## src/rtl/ahb_sim_master.sv

```systemverilog
// Single-outstanding AHB-Lite manager that turns a valid/ready command into one SINGLE
// transfer and returns the result on a valid/ready response channel.
module ahb_sim_master #(
    parameter int unsigned W_DATA = 32,
    parameter int unsigned W_ADDR = 32
) (
    input  logic              clk,
    input  logic              rst_n,

    input  logic              req_valid,
    output logic              req_ready,
    input  logic [W_ADDR-1:0] req_addr,
    input  logic              req_write,
    input  logic [2:0]        req_size,
    input  logic [W_DATA-1:0] req_wdata,

    output logic              rsp_valid,
    input  logic              rsp_ready,
    output logic [W_DATA-1:0] rsp_rdata,
    output logic              rsp_err,

    output logic [W_ADDR-1:0] ahblm_haddr,
    output logic              ahblm_hwrite,
    output logic [1:0]        ahblm_htrans,
    output logic [2:0]        ahblm_hsize,
    output logic [2:0]        ahblm_hburst,
    output logic [3:0]        ahblm_hprot,
    output logic              ahblm_hmastlock,
    output logic [W_DATA-1:0] ahblm_hwdata,
    input  logic              ahblm_hready,
    input  logic              ahblm_hresp,
    input  logic [W_DATA-1:0] ahblm_hrdata
);

    localparam int unsigned MaxSize = $clog2(W_DATA / 8);
    localparam logic [1:0] HtransIdle   = 2'b00;
    localparam logic [1:0] HtransNonseq = 2'b10;

    typedef enum logic [1:0] {
        StIdle,
        StAddr,
        StData,
        StResp
    } state_e;

    state_e            state_q, state_d;
    logic [W_ADDR-1:0] haddr_q;
    logic              hwrite_q;
    logic [2:0]        hsize_q;
    logic [W_DATA-1:0] wdata_q;
    logic              rsp_valid_q;
    logic [W_DATA-1:0] rsp_rdata_q;
    logic              rsp_err_q;

    logic [W_ADDR-1:0] align_mask;
    logic              size_ok;
    logic              addr_ok;
    logic              cmd_legal;
    logic              accept;
    logic              data_done;

    assign align_mask = (W_ADDR'(1) << req_size) - W_ADDR'(1);
    assign size_ok    = (32'(req_size) <= MaxSize);
    assign addr_ok    = ((req_addr & align_mask) == '0);
    assign cmd_legal  = size_ok && addr_ok;

    always_comb begin
        state_d   = state_q;
        accept    = 1'b0;
        data_done = 1'b0;
        unique case (state_q)
            StIdle: begin
                if (req_valid) begin
                    accept  = 1'b1;
                    state_d = cmd_legal ? StAddr : StResp;
                end
            end
            StAddr: begin
                if (ahblm_hready) begin
                    state_d = StData;
                end
            end
            StData: begin
                // ERROR's first cycle has hready=0, so only its second cycle completes.
                if (ahblm_hready) begin
                    data_done = 1'b1;
                    state_d   = StResp;
                end
            end
            StResp: begin
                if (rsp_ready) begin
                    state_d = StIdle;
                end
            end
            default: state_d = StIdle;
        endcase
    end

    always_ff @(posedge clk or negedge rst_n) begin
        if (!rst_n) begin
            state_q     <= StIdle;
            haddr_q     <= '0;
            hwrite_q    <= 1'b0;
            hsize_q     <= 3'b000;
            wdata_q     <= '0;
            rsp_valid_q <= 1'b0;
            rsp_rdata_q <= '0;
            rsp_err_q   <= 1'b0;
        end else begin
            state_q     <= state_d;
            rsp_valid_q <= (state_d == StResp);
            if (accept) begin
                wdata_q <= req_wdata;
                if (cmd_legal) begin
                    // Bus-facing registers only move for transfers actually issued.
                    haddr_q  <= req_addr;
                    hwrite_q <= req_write;
                    hsize_q  <= req_size;
                end else begin
                    rsp_err_q   <= 1'b1;
                    rsp_rdata_q <= '0;
                end
            end
            if (data_done) begin
                rsp_err_q   <= ahblm_hresp;
                rsp_rdata_q <= (!hwrite_q && !ahblm_hresp) ? ahblm_hrdata : '0;
            end
        end
    end

    assign req_ready       = (state_q == StIdle);
    assign rsp_valid       = rsp_valid_q;
    assign rsp_rdata       = rsp_rdata_q;
    assign rsp_err         = rsp_err_q;

    assign ahblm_haddr     = haddr_q;
    assign ahblm_hwrite    = hwrite_q;
    assign ahblm_hsize     = hsize_q;
    assign ahblm_htrans    = (state_q == StAddr) ? HtransNonseq : HtransIdle;
    assign ahblm_hburst    = 3'b000;
    assign ahblm_hprot     = 4'b0011;
    assign ahblm_hmastlock = 1'b0;
    assign ahblm_hwdata    = (state_q == StData && hwrite_q) ? wdata_q : '0;

endmodule

```

## config.mk

```make
export PLATFORM = sky130hd
export DESIGN_NAME = ahb_sim_master
export DESIGN_NICKNAME = d
export VERILOG_FILES = /design/src/rtl/ahb_sim_master.sv
export SDC_FILE = /design/constraint.sdc
export NUM_CORES = 1
export LEC_CHECK = 0
export ABC_AREA = 1
export CAP_MARGIN = 20
export CORE_MARGIN = 2
export CORE_UTILIZATION = 31
export DETAILED_ROUTE_END_ITERATION = 8
export HOLD_SLACK_MARGIN = 0.1
export MAX_ROUTING_LAYER = met4
export PLACE_DENSITY = 0.6
export SETUP_SLACK_MARGIN = 0.15
export SLEW_MARGIN = 20
export SYNTH_ARGS = -nofsm -noshare
export SYNTH_HDL_FRONTEND = slang
export SYNTH_SLANG_ARGS = --single-unit
```

## constraint.sdc

```tcl
create_clock -name clk -period 1.9 [get_ports clk]
set_input_delay 0.38 -clock clk [delete_from_list [all_inputs] [get_ports clk]]
set_output_delay 0.38 -clock clk [all_outputs]
set_load 0.02 [all_outputs]
```

=== Word level (Yosys, flattened, before mapping) ===
Index checks and enable logic that the tools add are counted.

* Register bits: 104
* Input port bits: 106
* Output and inout port bits: 113
* Logic and storage cells: 46

* Add/sub/neg operators: 1
* Order comparisons: 1
* Equal/unequal tests: 5
* Shift operators: 1
* Mux-type cells: 19
* Bitwise operators: 1
* Reduce and logical (&&, ||, !) cells: 10

{| class="wikitable"
|+ Operators with widths
! operator !! number
|-
| 32-bit two-way mux || 5
|-
| 32-bit AND || 1
|-
| 32-bit zero test || 1
|-
| 1-bit by 3-bit left shift with 32-bit output (first input constant) || 1
|-
| 32-bit by 2-bit subtractor with 32-bit output (second input constant) || 1
|-
| 2-bit two-way mux || 6
|-
| 2-bit case mux with 4 select lines || 1
|-
| 1-bit two-way mux || 7
|-
| 2-bit == test (second input constant) || 3
|-
| 2-bit AND reduction || 2
|-
| 3-bit by 2-bit less-or-equal comparator with 1-bit output (second input constant) || 1
|-
| 1-bit logical AND || 3
|-
| 2-bit by 1-bit == test with 1-bit output (second input constant) || 1
|-
| 1-bit zero test || 2
|-
| 2-bit zero test || 1
|-
| 2-bit by 1-bit != test with 1-bit output (second input constant) || 1
|-
| 2-bit nonzero test || 1
|}

=== Logic depth before layout (Yosys ltp) ===
Gate-level depths: netlist (run 1).

* Word-level depth: 9
* Gate-level depth with buffers: 12
* Gate-level depth less buffers: 11

=== Worst setup path after synthesis (run 1) ===
Ideal clock, no wire load.

* Path type: input-to-reg
* Start: input req_size[1]
* End: register haddr_q[27] (netlist: ahblm_haddr[27])
* Library setup time: 0.118 ns
* Arrival: 1.577 ns
* Required time: 1.782 ns
* Path slack: 0.205 ns
* Stages on the path: 11
* Buffers on the path: 1
* Cells stage by stage: nand3_1 -> inv_1 -> ha_1 -> nor2_1 -> nor2_1 -> nand2_1 -> nor2_2 -> nand3_4 -> buf_6 -> nand2_1 -> o21ai_2

* Cells in the longest elaborated chain, start to end: 6
* Elaborated cells on any way between the ends: 7
* Classes of those cells: add/sub (1); order compare (1); shift (1); bitwise (1); reduce/logical (3)

{| class="wikitable"
|+ RTL lines
! element !! line !! text
|-
| start, declared || 14 || <nowiki>input logic [2:0] req_size,</nowiki>
|-
| 1-bit by 3-bit left shift with 32-bit output || 62 || <nowiki>assign align_mask = (W_ADDR'(1) << req_size) - W_ADDR'(1);</nowiki>
|-
| 32-bit by 2-bit subtractor with 32-bit output || 62 ||
|-
| 32-bit AND || 64 || <nowiki>assign addr_ok = ((req_addr & align_mask) == '0);</nowiki>
|-
| 32-bit zero test || 64 ||
|-
| 1-bit logical AND * || 65 || <nowiki>assign cmd_legal = size_ok && addr_ok;</nowiki>
|-
| 2-bit AND reduction (no source line) * || n/a ||
|-
| end signal, assigned || 116 || <nowiki>haddr_q <= req_addr;</nowiki>
|-
| end, declared || 47 || <nowiki>logic [W_ADDR-1:0] haddr_q;</nowiki>
|}

Every way passes the cells marked *; elsewhere a longest branch is shown, timed or not.
A chain may end at the register's enable or synchronous reset.

=== Worst setup path after layout (run 1) ===
* Start: register state_q[0]
* End: output ahblm_hwdata[8]

* Cells in the longest elaborated chain, start to end: 3

{| class="wikitable"
|+ RTL lines
! element !! line !! text
|-
| start, declared || 46 || <nowiki>state_e state_q, state_d;</nowiki>
|-
| start signal, assigned || 101 || <nowiki>state_q <= StIdle;</nowiki>
|-
| start signal, assigned || 110 || <nowiki>state_q <= state_d;</nowiki>
|-
| 2-bit == test || 143 || <nowiki>assign ahblm_hwdata = (state_q == StData && hwrite_q) ? wdata_q : '0;</nowiki>
|-
| 1-bit logical AND || 143 ||
|-
| 32-bit two-way mux || 143 ||
|-
| end, declared || 29 || <nowiki>output logic [W_DATA-1:0] ahblm_hwdata,</nowiki>
|}

No other way between the ends.

==> results.cfg, run 1 <==
[final_layout]
final_nets = 902
area_growth_pct = 78.6
stdcell_count = 981
n_antenna_cell = 0
design_area_um2 = 8310
fin_util = 0.569
drive_gt1_frac = 0.272
nFillCells = 1277

[logic_synthesis]
synth_compound_area_frac = 0.106
synth_common_cells = nand2_1 (184), dfrtp_1 (104), inv_1 (73)
synth_edf_count = 0
ys_seq_area_frac = 0.560
post-synth-top-area-fraction = 0.560
synth.avg_cell_area_um2 = 8.81
async_reset_ff_frac = 1.00
synth.most_common_cell = nand2_1
synth_mux_area_frac = 0
synth_area_um2 = 4650
synth_area_leaders = dfrtp_1 (56%), nand2_1 (15%), o21ai_2 (6.8%), inv_1 (5.9%), o21ai_0 (3.7%)
synthCells = 528
synth_top_area_cell = dfrtp_1
yosysUniqueCellTypes = 22
yosys_warnings = 0
yosys.area_share.simple = 0.211
yosys_register_bits = 104
synth_top_family_by_area = simple AND/OR/NAND/NOR gates
synthFlopType = dfrtp_1
synth-xor-area-share = 0
synthAdderAreaFrac = 0.00538

[floorplan]
core-area_um2 = 14600
chipWidth_um = 126
die-area_um2 = 16000
top_level_ports = 219
rows = 44
die_h_um = 126
start_util = 0.319

[grt]
antenna_found_initial = 0
grt_pass1_vias = 4391
grt_util_all_layers = 0.169
grt_overflow = 0
grt_max_degree = 65
grt_first_pass_wirelength_mm = 21.3

[worst_setup_path]
cpMostUsedCell = buf_6
critPathKind = reg -> out
path_max_fanout = 8
required_ps = 1520
slowest_stage = dfrtp_1
slowest_delay_ps = 390
crit_path_end_kind = primary output
path_delay_family = buffers and inverters
path_buf_inv = 4
crit_arrival_ps = 1490
crit_path_start_kind = register
cp_cell_sequence = inv_2, nand3_4, buf_16, buf_6, nor2_2, buf_6

[detailed_routing]
antenna_left = 0
vias = 4307
via_per_inst = 4.39
drt_iter0_markers = 165
route.detailed.drc = 0
wl_per_cell_um = 14.3
drt-total-wl_mm = 14.1
firstDrtPassIters = 4

[timing]
hold_viol = 0
rsz0062_at_grt = yes
setup_viol = 0
maxSlewViolCount = 0
max_freq_mhz = 534
min_period_ps = 1870
clock_skew_ps = 7.15
fin_crit_sh = 0.986

[placed_design]
io_buffers = 209
gp_congestion = 0.800
dp_hpwl_mm = 8.98
place_inst = 921
placed_area_um2 = 7030

[clock_network]
cts.htree.levels = 3
clock_latency_ps = 340
cts-root-buf = clkbuf_16
cts.sinks = 104
cts_buffers = 9
clk_pin_slew_ps = 70
clk_path_buf_depth = 2
cts_tree = done

[hold_path]
hold_path.class = in -> reg

[power_and_ir_drop]
irDropWorstVdd_v = 0.000473
power_density_nw_per_um2 = 1190
p_leak_nw = 4.18

[outcome]
status = finished, final reports clean

[run]
maxCapViolations = 0
## cell usage in the layout (no fill, tap or decap), drive strengths merged
cell           netlist  layout
a21boi               1       1
buf                 28     103
bufinv               0       1
clkbuf               4      16
clkdlybuf4s50        0     157
clkinv               0       1
clkinvlp             0       1
conb                 2       9
dfrtp              104     104
dlygate4sd2          0       1
dlygate4sd3          0       1
dlymetal6s2s         0      13
ha                   2       2
inv                 75      75
nand2              187     187
nand3               10      10
nor2                44      44
o21ai               70      70
or2                  1       1
## stage by stage
step | hold WS (ps) | TNS (ps) | total power [mW] | setup WS (ps)
5_1_grt | 343 | -337 | 10.5 | -46.9
3_5_place_dp | 358 | -35370 | 7.47 | -527
3_3_place_gp | 345 | -30880 | 7.37 | -457
6_report | 340 | 0 | 9.85 | 25.8
4_1_cts | 414 | -83.3 | 9.67 | -15.7
2_1_floorplan | 84.4 | 0 | 5.51 | 205
## what timing repair did
| item | in CTS | in global routing |
|---|---|---|
| gates resized for setup | 211 | 120 |
| hold endpoints to repair | 31 | 0 |
| cloned | 6 | 5 |
| pin swaps | 6 | 16 |
| endpoints found under the setup margin | 106 | 109 |
| hold buffers | 1 | 0 |
| buffers inserted | 26 | 8 |
## where the power goes
group / switching [mW] / internal, mW
sequential: 0.396 / 3.10
clock: 0.775 / 1.08
combinational: 2.42 / 2.09
## final timing paths
kind | from | to | slack [ps] | cells after the start
min reg2reg | rsp_rdata[9] | rsp_rdata[9] | 470 | 2
max in group asynchronous | rst_n | rsp_rdata[17] | 750 | 3
min | req_addr[23] | ahblm_haddr[23] | 340 | 3
max | state_q[0] | ahblm_hwdata[8] | 30 | 6
max reg2reg | state_q[0] | ahblm_haddr[29] | 220 | 10
min in group asynchronous | rst_n | ahblm_haddr[14] | 530 | 2
## state kept, by name (all words and copies together), names as in the netlist
| name | flops |
|---|---|
| ahblm_hwrite | 1 |
| ahblm_hsize | 3 |
| rsp_rdata | 32 |
| wdata_q | 32 |
| rsp_err | 1 |
| rsp_valid | 1 |
| ahblm_haddr | 32 |
| state_q | 2 |
## final cells by class
type	count	area, um2	area share
Clock inverter	3	42.5	0.00512
Multi-Input combinational cell	324	1840	0.222
Tap cell	184	230	0.0277
Inverter	75	289	0.0348
Timing Repair Buffer	280	3050	0.367
Clock buffer	11	253	0.0304
Sequential cell	104	2600	0.313
## per-layer routing
metal / share of wire / track usage / vias up
met5: 0 / - / -
met1: 0.42 / 0.211 / 2025
met4: 0.017 / 0.0569 / 0
met3: 0.065 / 0.0363 / 21
li1: - / - / 2104
met2: 0.50 / 0.275 / 157
## worst reg2reg max path, cell delays in order (launching register included)
cell and delay [ps]:
dfrtp_1 390, buf_4 130, buf_4 140, nor2_4 110
nand2_2 80, inv_2 90, nand3_4 120, buf_6 160
buf_12 120, clkbuf_16 150, o21ai_2 120
## cell families after synthesis
| family | count (synthesis) |
|---|---|
| AO/OA/AOI/OAI | 71 |
| adder cells (fa/ha/maj) | 2 |
| buffers and inverters | 107 |
| flip-flops | 104 |
| other | 2 |
| AND/OR/NAND/NOR | 242 |
No activity file was read; power rests on OpenSTA's default activity.
==> run 2: changes to the inputs <==
- CTS_CLUSTER_SIZE: unset -> 28
==> results of run 2 <==
No change in the layout: final DEF, timing and power equal those of run 1.
==> run 3: changes to the inputs <==
- SKIP_LAST_GASP: unset -> 1
==> run 3 against run 2 <==
Against the previous run: largest power group unchanged; total power about the same; count of clock-buffer cells in the layout unchanged; global-route usage decreased by 0.17 points; first-iteration DRC count increased by 0.61%; highest routed layer unchanged; die area unchanged; critical endpoint unchanged; sequential share of layout area decreased by 0.071 points; final cell count decreased by 0.10%; maximum frequency decreased by 0.45%; flip-flop and latch count unchanged; critical path type unchanged; critical path depth unchanged.
==> results.cfg, run 3 (synthesis gave the netlist of run 1 again) <==
[detailed_routing]
via_per_inst = 4.39
wl_per_cell_um = 14.2
route.detailed.drc = 0
firstDrtPassIters = 4
drt_iter0_markers = 166
antenna_left = 0
drt-total-wl_mm = 13.9
vias = 4307

[grt]
grt_overflow = 0
antenna_found_initial = 0
grt_first_pass_wirelength_mm = 21.1
grt_util_all_layers = 0.167
grt_pass1_vias = 4351
grt_max_degree = 65

[floorplan]
rows = 44
chipWidth_um = 126
core-area_um2 = 14600
die_h_um = 126
start_util = 0.319
die-area_um2 = 16000
top_level_ports = 219

[placed_design]
io_buffers = 209
placed_area_um2 = 7030
gp_congestion = 0.800
dp_hpwl_mm = 8.98

[clock_network]
cts.htree.levels = 3
cts_buffers = 9
cts_tree = done
cts-root-buf = clkbuf_16
clk_path_buf_depth = 2
cts.sinks = 104
clock_latency_ps = 340
clk_pin_slew_ps = 70

[outcome]
status = finished, final reports clean

[hold_path]
hold_path.class = in -> reg
hold_depth = 3

[power_and_ir_drop]
p_leak_nw = 4.18
irDropWorstVdd_v = 0.000473
power_density_nw_per_um2 = 1180
p_total_mw = 9.86

[timing]
rsz0062_at_grt = yes
setup_viol = 0
max_freq_mhz = 531
min_period_ps = 1880
clock_skew_ps = 7.15
hold_viol = 0
fin_crit_sh = 0.991
maxSlewViolCount = 0
tns_ps = 0

[final_layout]
final_common_cell = nand2_1
seqCellArea_um2 = 2600
final_nets = 901
final_cell_mix = nand2_1 (181), clkdlybuf4s50_1 (157), dfrtp_1 (104)
multi_input_area_um2 = 1860
area_growth_pct = 79.0
drive_gt1_frac = 0.273
design_area_um2 = 8330
n_antenna_cell = 0
nFillCells = 1268

[worst_setup_path]
crit_arrival_ps = 1500
crit_path_start_kind = register
required_ps = 1520
crit_path_end_kind = primary output
path_max_fanout = 8
critPathKind = reg -> out
r2r_cells = 10

[run]
maxCapViolations = 0
run 3: changes by cell type in the layout (fill, tap and decap cells not counted), sizes merged:
cell and delta:
buf -2, clkbuf +1
run 3: timing repair:
item / CTS / global route
resized for setup: 192 / 144
endpoints found under the setup margin: 106 / 109
hold buffers: 1 / 0
gates cloned: 6 / 5
buffers inserted: 26 / 7
pin swaps: 6 / 15
hold endpoints to repair: 31 / 0
run 3: worst paths after layout:
kind | from | end | slack (ps)
max in group asynchronous | rst_n | rsp_rdata[17] | 760
max | state_q[0] | ahblm_hwdata[8] | 20
min reg2reg | rsp_rdata[9] | rsp_rdata[9] | 470
min in group asynchronous | rst_n | ahblm_haddr[14] | 530
min | req_addr[23] | ahblm_haddr[23] | 340
max reg2reg | state_q[0] | ahblm_haddr[29] | 220
run 3: per-layer routing:
| metal | wire length [um] | global-route usage |
|---|---|---|
| met3 | 908 | 0.0358 |
| met5 | 0 | - |
| met4 | 225 | 0.0549 |
| met2 | 6870 | 0.272 |
| met1 | 5890 | 0.209 |
run 3: through the flow:
| stage | util | setup WS (ps) | hold slack [ps] | instances |
|---|---|---|---|---|
| 3_5_place_dp | 0.482 | -527 | 358 | 921 |
| 2_1_floorplan | - | 205 | 84.4 | 535 |
| 6_report | 0.571 | 17.4 | 340 | 980 |
| 3_3_place_gp | 0.482 | -457 | 345 | 921 |
| 4_1_cts | 0.526 | -78.1 | 414 | 968 |
| 5_1_grt | 0.571 | -43.6 | 343 | 980 |
run 3: layout make-up:
class / count / area share
clock inverters: 3 / 0.00511
multi-input cells: 324 / 0.223
well taps: 184 / 0.0277
clock buffers: 11 / 0.0304
repair buffers: 279 / 0.366
inverters: 75 / 0.0347
flip-flops and latches: 104 / 0.313
run 3: worst max-delay path: stages (launching register included):
cell and delay (ps):
dfrtp_1 390, inv_2 80, nand3_4 140, buf_16 190, buf_8 140, nor2_2 70
buf_4 140
run 3: power breakdown:
| group | switching [mW] | leakage [nW] | internal, mW |
|---|---|---|---|
| registers | 0.394 | 1.36 | 3.10 |
| clock network | 0.782 | 0.143 | 1.08 |
| logic | 2.42 | 2.68 | 2.09 |
